### src/rtl/cpu_pkg.sv
// rtl/cpu_pkg.sv - shared CPU types and sizes used by the divider
package cpu_pkg;

    localparam int XLEN      = 32;
    localparam int DIV_CNT_W = 6;

    typedef enum logic [1:0] {
        IDLE = 2'd0,
        CALC = 2'd1,
        FIX  = 2'd2,
        DONE = 2'd3
    } div_state_t;

endpackage

### src/rtl/seq_divider_div_step.sv
// rtl/seq_divider_div_step.sv - one restoring shift/trial-subtract iteration
module div_step #(
    parameter int WIDTH = 32
) (
    input  logic [WIDTH-1:0] rem,
    input  logic [WIDTH-1:0] quo,
    input  logic [WIDTH-1:0] dvs,
    output logic [WIDTH-1:0] rem_next,
    output logic [WIDTH-1:0] quo_next
);

    logic [WIDTH:0] shifted;
    logic [WIDTH:0] diff;
    logic           q_bit;

    // Shift the next dividend bit into the partial remainder and keep the
    // subtraction only when it does not go negative (bit WIDTH is the sign).
    always_comb begin
        shifted  = {1'b0, rem[WIDTH-1:0]} << 1;
        shifted[0] = quo[WIDTH-1];
        diff     = shifted - {1'b0, dvs};
        q_bit    = ~diff[WIDTH];
        rem_next = q_bit ? diff[WIDTH-1:0] : shifted[WIDTH-1:0];
        quo_next = {quo[WIDTH-2:0], q_bit};
    end

endmodule

### src/rtl/seq_divider.sv
// rtl/seq_divider.sv - multi-cycle signed/unsigned restoring divider
module seq_divider
    import cpu_pkg::*;
#(
    parameter int WIDTH = XLEN
) (
    input  logic             clk,
    input  logic             rstn,
    input  logic             start,
    input  logic             is_signed,
    input  logic [WIDTH-1:0] dividend,
    input  logic [WIDTH-1:0] divisor,
    output logic             busy,
    output logic             done,
    output logic [WIDTH-1:0] q,
    output logic [WIDTH-1:0] r,
    output logic             div_zero
);

    localparam logic [DIV_CNT_W-1:0] LAST_ITER = DIV_CNT_W'(WIDTH - 1);

    div_state_t           state;
    logic [DIV_CNT_W-1:0] cnt;
    logic [WIDTH-1:0]     rem;
    logic [WIDTH-1:0]     quo;
    logic [WIDTH-1:0]     dvs;
    logic                 neg_q;
    logic                 neg_r;
    logic                 dz;
    logic [WIDTH-1:0]     rem_next;
    logic [WIDTH-1:0]     quo_next;

    // Magnitude of an operand; the most negative value maps onto itself,
    // which is exactly its unsigned magnitude.
    function automatic logic [WIDTH-1:0] magnitude(input logic [WIDTH-1:0] x, input logic sgn);
        return (sgn && x[WIDTH-1]) ? (~x + 1'b1) : x;
    endfunction

    div_step #(.WIDTH(WIDTH)) u_step (
        .rem      (rem),
        .quo      (quo),
        .dvs      (dvs),
        .rem_next (rem_next),
        .quo_next (quo_next)
    );

    // Control FSM with registered outputs; iterations run on magnitudes and
    // the signs are reapplied in FIX.
    always_ff @(posedge clk) begin
        if (!rstn) begin
            state    <= IDLE;
            cnt      <= '0;
            rem      <= '0;
            quo      <= '0;
            dvs      <= '0;
            neg_q    <= 1'b0;
            neg_r    <= 1'b0;
            dz       <= 1'b0;
            busy     <= 1'b0;
            done     <= 1'b0;
            q        <= '0;
            r        <= '0;
            div_zero <= 1'b0;
        end else begin
            done <= 1'b0;
            case (state)
                IDLE, DONE: begin
                    if (start) begin
                        quo   <= magnitude(dividend, is_signed);
                        dvs   <= magnitude(divisor, is_signed);
                        rem   <= '0;
                        cnt   <= '0;
                        neg_q <= is_signed & (dividend[WIDTH-1] ^ divisor[WIDTH-1]);
                        neg_r <= is_signed & dividend[WIDTH-1];
                        dz    <= (divisor == '0);
                        busy  <= 1'b1;
                        state <= CALC;
                    end else begin
                        state <= IDLE;
                    end
                end
                CALC: begin
                    rem <= rem_next;
                    quo <= quo_next;
                    cnt <= cnt + 1'b1;
                    if (cnt == LAST_ITER) begin
                        state <= FIX;
                    end
                end
                FIX: begin
                    // A zero divisor leaves the dividend magnitude in rem, so
                    // reapplying its sign restores the original dividend.
                    q        <= dz ? '1 : (neg_q ? (~quo + 1'b1) : quo);
                    r        <= neg_r ? (~rem + 1'b1) : rem;
                    div_zero <= dz;
                    done     <= 1'b1;
                    busy     <= 1'b0;
                    state    <= DONE;
                end
                default: begin
                    state <= IDLE;
                    busy  <= 1'b0;
                end
            endcase
        end
    end

endmodule

### config.mk
export PLATFORM = sky130hd
export DESIGN_NAME = seq_divider
export DESIGN_NICKNAME = d
export VERILOG_FILES = /design/src/rtl/cpu_pkg.sv /design/src/rtl/seq_divider_div_step.sv /design/src/rtl/seq_divider.sv
export SDC_FILE = /design/constraint.sdc
export NUM_CORES = 1
export LEC_CHECK = 0
export ABC_CLOCK_PERIOD_IN_PS = 4350
export CORE_MARGIN = 2
export CORE_UTILIZATION = 58
export CTS_CLUSTER_SIZE = 14
export DETAILED_ROUTE_END_ITERATION = 8
export PLACE_DENSITY = 0.82
export SYNTH_ARGS = -nofsm -noshare
export SYNTH_HDL_FRONTEND = slang
export SYNTH_HIERARCHICAL = 1
export SYNTH_SLANG_ARGS = --single-unit
### constraint.sdc
create_clock -name clk -period 4.35 [get_ports clk]
set_input_delay 0.87 -clock clk [delete_from_list [all_inputs] [get_ports clk]]
set_output_delay 0.87 -clock clk [all_outputs]
set_load 0.05 [all_outputs]
==> results of run 1 <==
## cells by family after synthesis
group / after synthesis
adder cells (fa/ha/maj): 40
AND/OR/NAND/NOR: 428
buffers and inverters: 179
multiplexers: 43
AO/OA/AOI/OAI: 458
flip-flops: 174
XOR/XNOR: 135
## sequential cells by signal, indices dropped and copies added, names as in the netlist
signal and count:
cnt 6, state 2, dz 1, quo 32, dvs 32, done 1
r 32, q 32, neg_q 1, div_zero 1, busy 1, neg_r 1
rem 32
## final cells by class
| class | count | area [um^2] | share of cell area |
|---|---|---|---|
| multi-input cells | 1104 | 7340 | 0.5459 |
| well taps | 265 | 331.6 | 0.02466 |
| inverters | 55 | 214.0 | 0.01591 |
| clock buffers | 18 | 439.2 | 0.03266 |
| clock inverters | 14 | 153.9 | 0.01145 |
| flip-flops and latches | 174 | 3483 | 0.2591 |
| repair buffers | 152 | 1484 | 0.1104 |
## worst min-delay path: stages (launching register included)
cell and delay [ns]:
dfxtp_1 0.31, nand2_1 0.05, o21ai_1 0.05
## path summary, 6_finish.rpt
check	end	slack (ns)	cells past startpoint
worst max-delay path	rem[21]	0.65	15
worst min-delay path	r[15]	0.46	2
worst max register to register	rem[21]	0.65	15
worst min register to register	r[15]	0.46	2
## per-stage QoR
stage | worst slack [ns] | power (uW) | instance area, um^2 | hold WS, ns | instances
global placement | 0.8065 | 5884 | 12850 | 0.4349 | 1750
detailed placement | 0.7484 | 5961 | 12850 | 0.4480 | 1750
floorplan | 0.9622 | 5034 | 11710 | 0.4250 | 1457
global route | 0.4772 | 7966 | 13450 | 0.4675 | 1782
CTS | 0.7074 | 7500 | 13450 | 0.4602 | 1782
finish | 0.6485 | 7539 | 13450 | 0.4557 | 1782
## report_power, final
part / switching (uW) / internal (uW)
registers: 359 / 1990
clock network: 705 / 828
logic: 2410 / 1250
## cell usage after synthesis, drive strengths merged (3+ instances only)
library cell	number	area, um^2
nand3b	21	157.7
and3	6	43.79
nor4	17	133.9
mux2i	19	202.7
nor4b	3	26.28
nor3	25	130.1
nand2	120	450.4
inv	53	206.5
o21bai	3	22.52
buf	54	399.1
clkbuf	68	265.3
a21o	17	128.9
a31oi	26	162.7
nor2b	3	18.77
xor2	100	875.8
or4	17	142.6
ha	39	488.0
o31ai	32	245.2
a21oi	142	718.2
o31a	3	26.28
nand4b	4	35.03
o2111ai	5	50.04
dfxtp	174	3483
and2	6	41.29
xnor2	35	306.5
o21a	11	82.58
o41ai	24	244.0
nor3b	5	37.54
nand4	15	93.84
a22o	6	52.55
nand3	64	320.3
a211oi	27	207.7
a311oi	4	35.03
o211ai	17	127.6
mux2	24	341.6
or3	19	118.9
or2	7	43.79
nor2	85	326.6
nand2b	5	31.28
o21ai	121	605.6
## per-layer routing
metal	vias up	part of all wire	GRT usage
met5	-	0	0
met4	0	0.017	0.08058
met3	46	0.092	0.05469
met2	480	0.42	0.4302
met1	5157	0.47	0.4324
li1	5375	-	-
==> metrics.cfg, run 1 <==
[status]
outcome = finished, final reports clean

[timing]
tns_ns = 0
relSlewSlack = 0.3600
max_freq_ghz = 0.2702
skew_ns = 0.005873
slew_viol_final = 0
hold_viol = 0
period_share = 0.8509
worst_slew_pin_slew_ns = 0.9594
rsz0062_at_grt = false
setup_viol = 0
min_period_ns = 3.702

[global_route]
grt_use_total = 0.2909
grt_max_degree = 87
antenna_found_initial = 0
overflow = 0
grt_pass1_vias = 10000
grt_pass1_wl_um = 51560

[synthesis]
syn-instance-count = 1457
synth_top_family_by_area = compound AO/OA/AOI/OAI gates
synth_xor_area_frac = 0.1010
synth.yosys.seq_area_share = 0.2976
synth_compound_area_frac = 0.2463
synth-seq-cells = 174
syn_area_mm2 = 0.01170
synth_enable_flop_cells = 0
synthArstFlopShare = 0
synthDistinctLibCells = 88
synth_fa_ha_area_frac = 0.04340
synthSimpleGateAreaFrac = 0.1883
synthFlopType = dfxtp_1
syn_nets = 1565
synth.avg_cell_area_um2 = 8.034
ys.warnings.count = 6
synth.area.mux_share = 0.04650

[clocking]
clkSinkCount = 174
hold_buffers = 0
clkTransAtPathRegs_ns = 0.07
cts_buffer_depth = 2
worstSkewPairLatency_ns = 0.44
cts_resized = 0
htreeDepth = 4
cts_tree = done
postCtsSetupBuffers = 0
cts_root_buffer = clkbuf_16
cts_buffers = 17

[critical_path]
r2r_start = quo[31]
cp.arrival_ns = 4.01
crit_family = compound AO/OA/AOI/OAI gates
crit_type = register to register
path_buf_inv = 2
critPathRequiredTime_ns = 4.66
cp_slowest_cell = dfxtp_1
crit_chain = inv_1 > ha_1 > fa_1 > and2b_1 > o2111ai_2 > a21oi_2 > o2111ai_1 > a211oi_2 > nor2_4 > mux2i_4 > and2_4 > inv_8 > mux2_4 > nand3_1 > a21oi_1
cp_max_fo = 24
crit_start = quo[31]
start_kind = register
crit_path_end_kind = register
slowest_delay_ns = 0.42

[floorplan]
die_w_um = 146.1
dieHeight_um = 146.1
row_count = 51
coreArea_mm2 = 0.01965
die_area_mm2 = 0.02133
io_pins = 135
initial_utilization = 0.5956

[cells_and_area]
area_growth_pct = 14.87
final_layout_size_suffix_gt1_frac = 0.07713
layout_commonest_cell = dfxtp_1
post-route-util = 0.6841
finalNetCount = 1612
num-fill-cells = 1683
n_antenna_cell = 0
final_cell_mix = dfxtp_1 (174), a21oi_1 (140), clkdlybuf4s50_1 (133), nand2_1 (120), o21ai_0 (110)

[place]
io_buffers = 134
place_congestion = 0.9980
dp_hpwl_um = 23440

[routing]
via_per_inst = 6.205
routed_wirelength_um = 31880
dr.first_iter.drc_count = 1059
route.detailed.drc = 0
drt_pass1_iterations = 5
drtAntennaViolNets = 0
vias = 11060
wl_per_cell_um = 17.89

[min_path]
min_path_type = register to register
worstHoldStart = r[15]

[power]
ir_worst_vdd_mv = 0.7268
powerDensity_mw_per_mm2 = 560.7
p_leak_uw = 0.004948

[flow_run]
maxCapViolCount = 0

Note: power is estimated with default switching activity, not from simulation.
==> run 2: changes to the inputs <==
Settings changed: CORE_UTILIZATION 58 to 65, DONT_BUFFER_PORTS set to 1, PLACE_DENSITY 0.82 to 0.81.
==> run 2 against run 1 <==
  * First-iteration DRC count up 18%
  * Sequential power up 28%
  * Final cell count down 9.7%
  * Critical path depth unchanged
  * Register-to-register slack worse by 0.04 ns
  * Largest cell class unchanged
  * Die area down 10%
  * Critical path type unchanged
  * Maximum frequency down 1.1%
  * Sequential cell count unchanged
  * Clock skew up 0.0066 ns
  * Routed wire length down 3.1%
==> metrics.cfg, run 2 (synthesized netlist as in run 1, its figures left out) <==
[routing]
routed_wirelength_um = 30890
drtAntennaViolNets = 0
dr_wl_met2_um = 12310
route.detailed.drc = 0
highest_layer = met4
dr.first_iter.drc_count = 1254
drt_pass1_iterations = 6
via_per_inst = 6.558
wl_met1_um = 14750
wl_met3_um = 3569
wl_per_cell_um = 19.20
vias = 10550

[floorplan]
initial_utilization = 0.6561
coreArea_mm2 = 0.01784
dieHeight_um = 138.2
die_area_mm2 = 0.01910
die_w_um = 138.2
row_count = 49
io_pins = 135

[global_route]
antenna_found_initial = 0
overflow = 0
grt_use_total = 0.3154
grt_pass1_wl_um = 49790
grt_pass1_vias = 9383
grt_max_degree = 86

[cells_and_area]
final_cell_mix = dfxtp_1 (174), a21oi_1 (140), nand2_1 (120), o21ai_0 (110), xor2_1 (100)
area_growth_pct = 2.919
num-fill-cells = 1521
layout_commonest_cell = dfxtp_1
n_antenna_cell = 0
final_layout_size_suffix_gt1_frac = 0.08188
finalNetCount = 1475

[timing]
period_share = 0.8605
holdWs_ns = 0.4609
hold_viol = 0
slew_viol_final = 0
max_freq_ghz = 0.2672
setup_viol = 0
skew_ns = 0.01243
relSlewSlack = 0.3056
rsz0062_at_grt = false
min_period_ns = 3.743
tns_ns = 0
worst_slew_pin_slew_ns = 1.041

[critical_path]
slowest_delay_ns = 0.43
cp_slowest_cell = dfxtp_1
crit_path_end_kind = register
crit_chain = inv_1 > ha_1 > fa_1 > and2b_1 > o2111ai_2 > a21oi_2 > o2111ai_1 > a211oi_2 > nor2_4 > mux2i_4 > and2_4 > inv_8 > mux2_2 > nand3_1 > a21oi_1
start_kind = register
crit_family = compound AO/OA/AOI/OAI gates
crit_type = register to register
critPathRequiredTime_ns = 4.65
path_buf_inv = 2
cp.arrival_ns = 4.05
cp_max_fo = 24

[place]
place_congestion = 0.9511
dp_hpwl_um = 22450
io_buffers = 0

[power]
p_leak_uw = 0.004443
ir_worst_vdd_mv = 0.4679
powerDensity_mw_per_mm2 = 593.4

[clocking]
postCtsSetupBuffers = 0
clkSinkCount = 174
cts_buffer_depth = 2
htreeDepth = 4
cts_root_buffer = clkbuf_16
worstSkewPairLatency_ns = 0.43
hold_buffers = 0
clkTransAtPathRegs_ns = 0.07
cts_resized = 0
cts_tree = done
cts_buffers = 17

[min_path]
min_path_type = register to register

[flow_run]
maxCapViolCount = 0

[status]
outcome = finished, final reports clean

==> run 2: final timing paths <==
kind | end | depth (start not counted) | from | slack [ns]
hold reg to reg | dvs[21] | 2 | dvs[21] | 0.46
setup reg to reg | rem[3] | 15 | quo[31] | 0.61
setup / recovery | rem[3] | 15 | quo[31] | 0.61
hold / removal | dvs[21] | 2 | dvs[21] | 0.46
==> run 2: worst register-to-register path: stages (launching register included) <==
cell,delay (ns)
dfxtp_1,0.43
inv_1,0.08
ha_1,0.23
fa_1,0.41
and2b_1,0.25
o2111ai_2,0.13
a21oi_2,0.22
o2111ai_1,0.18
a211oi_2,0.37
nor2_4,0.11
mux2i_4,0.24
and2_4,0.23
inv_8,0.20
mux2_2,0.37
nand3_1,0.09
a21oi_1,0.08
==> run 2: per-stage QoR <==
| step | total power, uW | std cells | setup WS, ns | utilization | instance area (um^2) |
|---|---|---|---|---|---|
| floorplan | 5034 | 1457 | 0.9622 | - | 11710 |
| global placement | 5469 | 1577 | 0.8042 | 0.6410 | 11440 |
| detailed placement | 5519 | 1577 | 0.6595 | 0.6410 | 11440 |
| CTS | 7092 | 1609 | 0.6339 | 0.6752 | 12050 |
| global route | 7533 | 1609 | 0.4032 | 0.6752 | 12050 |
| finish | 7148 | 1609 | 0.6070 | 0.6752 | 12050 |
==> run 2: power breakdown <==
group          internal [uW]  total [uW]  switching (uW)
sequential              1990        3000            1010
combinational            902        2570            1670
clock                    914        1580             662
total                   3800        7150            3340
==> run 2: metal layers <==
metal  vias up  global-route usage
li1       5111                   -
met1      4903              0.5001
met2       514              0.4270
met3        24             0.08071
met4         0             0.06284
met5         -                   0
==> run 2: final cells by class <==
| class | instances | area [um^2] | area share |
|---|---|---|---|
| clock buffer | 21 | 480.5 | 0.03988 |
| timing repair buffer | 15 | 112.6 | 0.009348 |
| clock inverter | 11 | 130.1 | 0.01080 |
| inverter | 55 | 214.0 | 0.01776 |
| tap | 229 | 286.5 | 0.02378 |
| sequential | 174 | 3483 | 0.2892 |
| multi-input combinational | 1104 | 7340 | 0.6093 |
==> run 3: changes to the inputs <==
Settings changed: ABC_AREA set to 1, CORE_MARGIN 2 to 5, CORE_UTILIZATION 65 to 66, PLACE_DENSITY 0.81 to 0.82.
==> run 3 against run 2 <==
  * Maximum frequency is 34% higher
  * Design area grew 18%
  * Sequential share of layout area decreased by 4.4 points
  * Via count rose by 41%
  * Die area grew 26%
==> metrics.cfg, run 3 <==
[status]
outcome = finished, final reports clean

[timing]
slew_viol_final = 0
rsz0062_at_grt = false
relSlewSlack = 0.2446
period_share = 0.6425
skew_ns = 0.01802
tns_ns = 0
hold_viol = 0
worst_slew_pin_slew_ns = 1.132
min_period_ns = 2.795
max_freq_ghz = 0.3578
setup_viol = 0

[synthesis]
synthFlopType = dfxtp_1
syn_nets = 2465
synth_top_area_frac = 0.2514
synth.area.top_cells = dfxtp_1 (25%), nand2_1 (19%), inv_1 (9.2%)
synth_enable_flop_cells = 0
synthDistinctLibCells = 53
syn-instance-count = 2357
synth.yosys.seq_area_share = 0.2514
syn_area_mm2 = 0.01386
synth_area_leader_cell = dfxtp_1
synthArstFlopShare = 0
ys.warnings.count = 6
yosysMostFrequentCell = nand2_1
synth-seq-cells = 174
ys_top_cells_by_count = nand2_1 (711), inv_1 (340), nor2_1 (237), dfxtp_1 (174), a21oi_1 (171)
synth.avg_cell_area_um2 = 5.879

[cells_and_area]
layout.cells.non_filler = 2556
final_layout_size_suffix_gt1_frac = 0.05173
final_cell_mix = nand2_1 (711), inv_1 (339), nor2_1 (236), dfxtp_1 (174), a21oi_1 (171)
area_growth_pct = 2.600
num-fill-cells = 1957
layout_commonest_cell = nand2_1
n_antenna_cell = 0
design_area_mm2 = 0.01422
finalNetCount = 2376

[min_path]
min_path_type = register to register
worstHoldStart = state[1]

[floorplan]
initial_utilization = 0.6654
die_area_mm2 = 0.02399
coreArea_mm2 = 0.02082
io_pins = 135
row_count = 53
die_w_um = 154.9
dieHeight_um = 154.9

[critical_path]
crit_path_end_kind = register
critPathRequiredTime_ns = 4.69
cp.arrival_ns = 3.13
crit_type = register to register
start_kind = register
r2r_start = quo[31]
cp_max_fo = 33
crit_start = quo[31]

[clocking]
cts_resized = 0
cts_buffers = 17
cts_tree = done
postCtsSetupBuffers = 0
cts_buffer_depth = 2
clkSinkCount = 174
cts_root_buffer = clkbuf_16
hold_buffers = 0
htreeDepth = 4
clkTransAtPathRegs_ns = 0.07
worstSkewPairLatency_ns = 0.44

[global_route]
grt_pass1_wl_um = 69680
antenna_found_initial = 0
grt_pass1_vias = 13660
overflow = 0
grt_max_degree = 122
grt_use_total = 0.3543

[routing]
via_per_inst = 5.834
vias = 14910
dr.first_iter.drc_count = 1786
drt_pass1_iterations = 7
wl_per_cell_um = 16.97
route.detailed.drc = 0
routed_wirelength_um = 43360
drtAntennaViolNets = 0

[place]
dp_cells = 2524
dp_hpwl_um = 33190
io_buffers = 0
place_congestion = 1.002
place_area_mm2 = 0.01362

[flow_run]
maxCapViolCount = 0

-- run 3: cell types whose count changed in the layout (fill, tap and decap cells not counted), sizes merged, moves of 24 or more --
cell and change:
mux2 -24, o41ai -24, xnor2 -29, nand2 +615, nor2 +176, nand3 +97, o31ai -31, inv +296
a21oi +34, xor2 -63
-- run 3: final cells by class --
type                    instances  area [um^2]  share of cell area
inverters                     346         1299             0.09136
repair buffers                  8        60.06            0.004225
well taps                     275        344.1             0.02420
multi-input cells            1721         8434              0.5933
clock inverters                15        170.2             0.01197
flip-flops and latches        174         3483              0.2450
clock buffers                  17        425.4             0.02992
-- run 3: cell families (layout without fill, tap and decap cells) --
| family | count (synthesis) | count (layout) | synth area share |
|---|---|---|---|
| and+or+nand+nor | 1245 | 1245 | 0.3846 |
| buffers and inverters | 462 | 386 | 0.1410 |
| AOI/OAI and AO/OA | 393 | 393 | 0.1592 |
| DFF | 174 | 174 | 0.2514 |
| xor gates and xnor gates | 43 | 43 | 0.02718 |
| adders and majority gates | 40 | 40 | 0.03666 |
-- run 3: through the flow --
step / hold slack (ns) / setup slack, ns / util
final: 0.4966 / 1.555 / 0.6827
after global routing: 0.5247 / 1.300 / 0.6827
after CTS: 0.5003 / 1.630 / 0.6827
after detailed placement: 0.4905 / 1.645 / 0.6541
after global placement: 0.4737 / 1.721 / 0.6541
after floorplan: 0.4511 / 2.057 / -
-- run 3: worst paths after layout --
path,end,slack (ns),cells after the start
min reg2reg,state[1],0.50,2
max reg2reg,rem[1],1.56,18
min,state[1],0.50,2
max,rem[1],1.56,18
-- run 3: worst max-delay path, stage by stage, from the launching register on --
cell,delay [ns]
dfxtp_1,0.42
inv_1,0.07
ha_1,0.23
fa_1,0.40
inv_1,0.11
nand2_1,0.05
nand2_1,0.07
nand3_1,0.07
nand2_2,0.11
nand2_1,0.07
nand2_2,0.08
nand2_2,0.07
nand2_2,0.09
nand2_2,0.07
nand2_4,0.29
nand2_1,0.13
nand2_1,0.09
a21oi_1,0.06
a211oi_1,0.22
-- run 3: metal layers --
layer	track usage	vias up	share of wire
li1	-	7313	-
met1	0.4826	6743	0.42
met2	0.5689	754	0.44
met3	0.06314	101	0.099
met4	0.1198	0	0.035
met5	0	-	0
Power of run 3 is not shown: default switching activity piles up to over one toggle a cycle in this logic, so the estimate is an artifact.
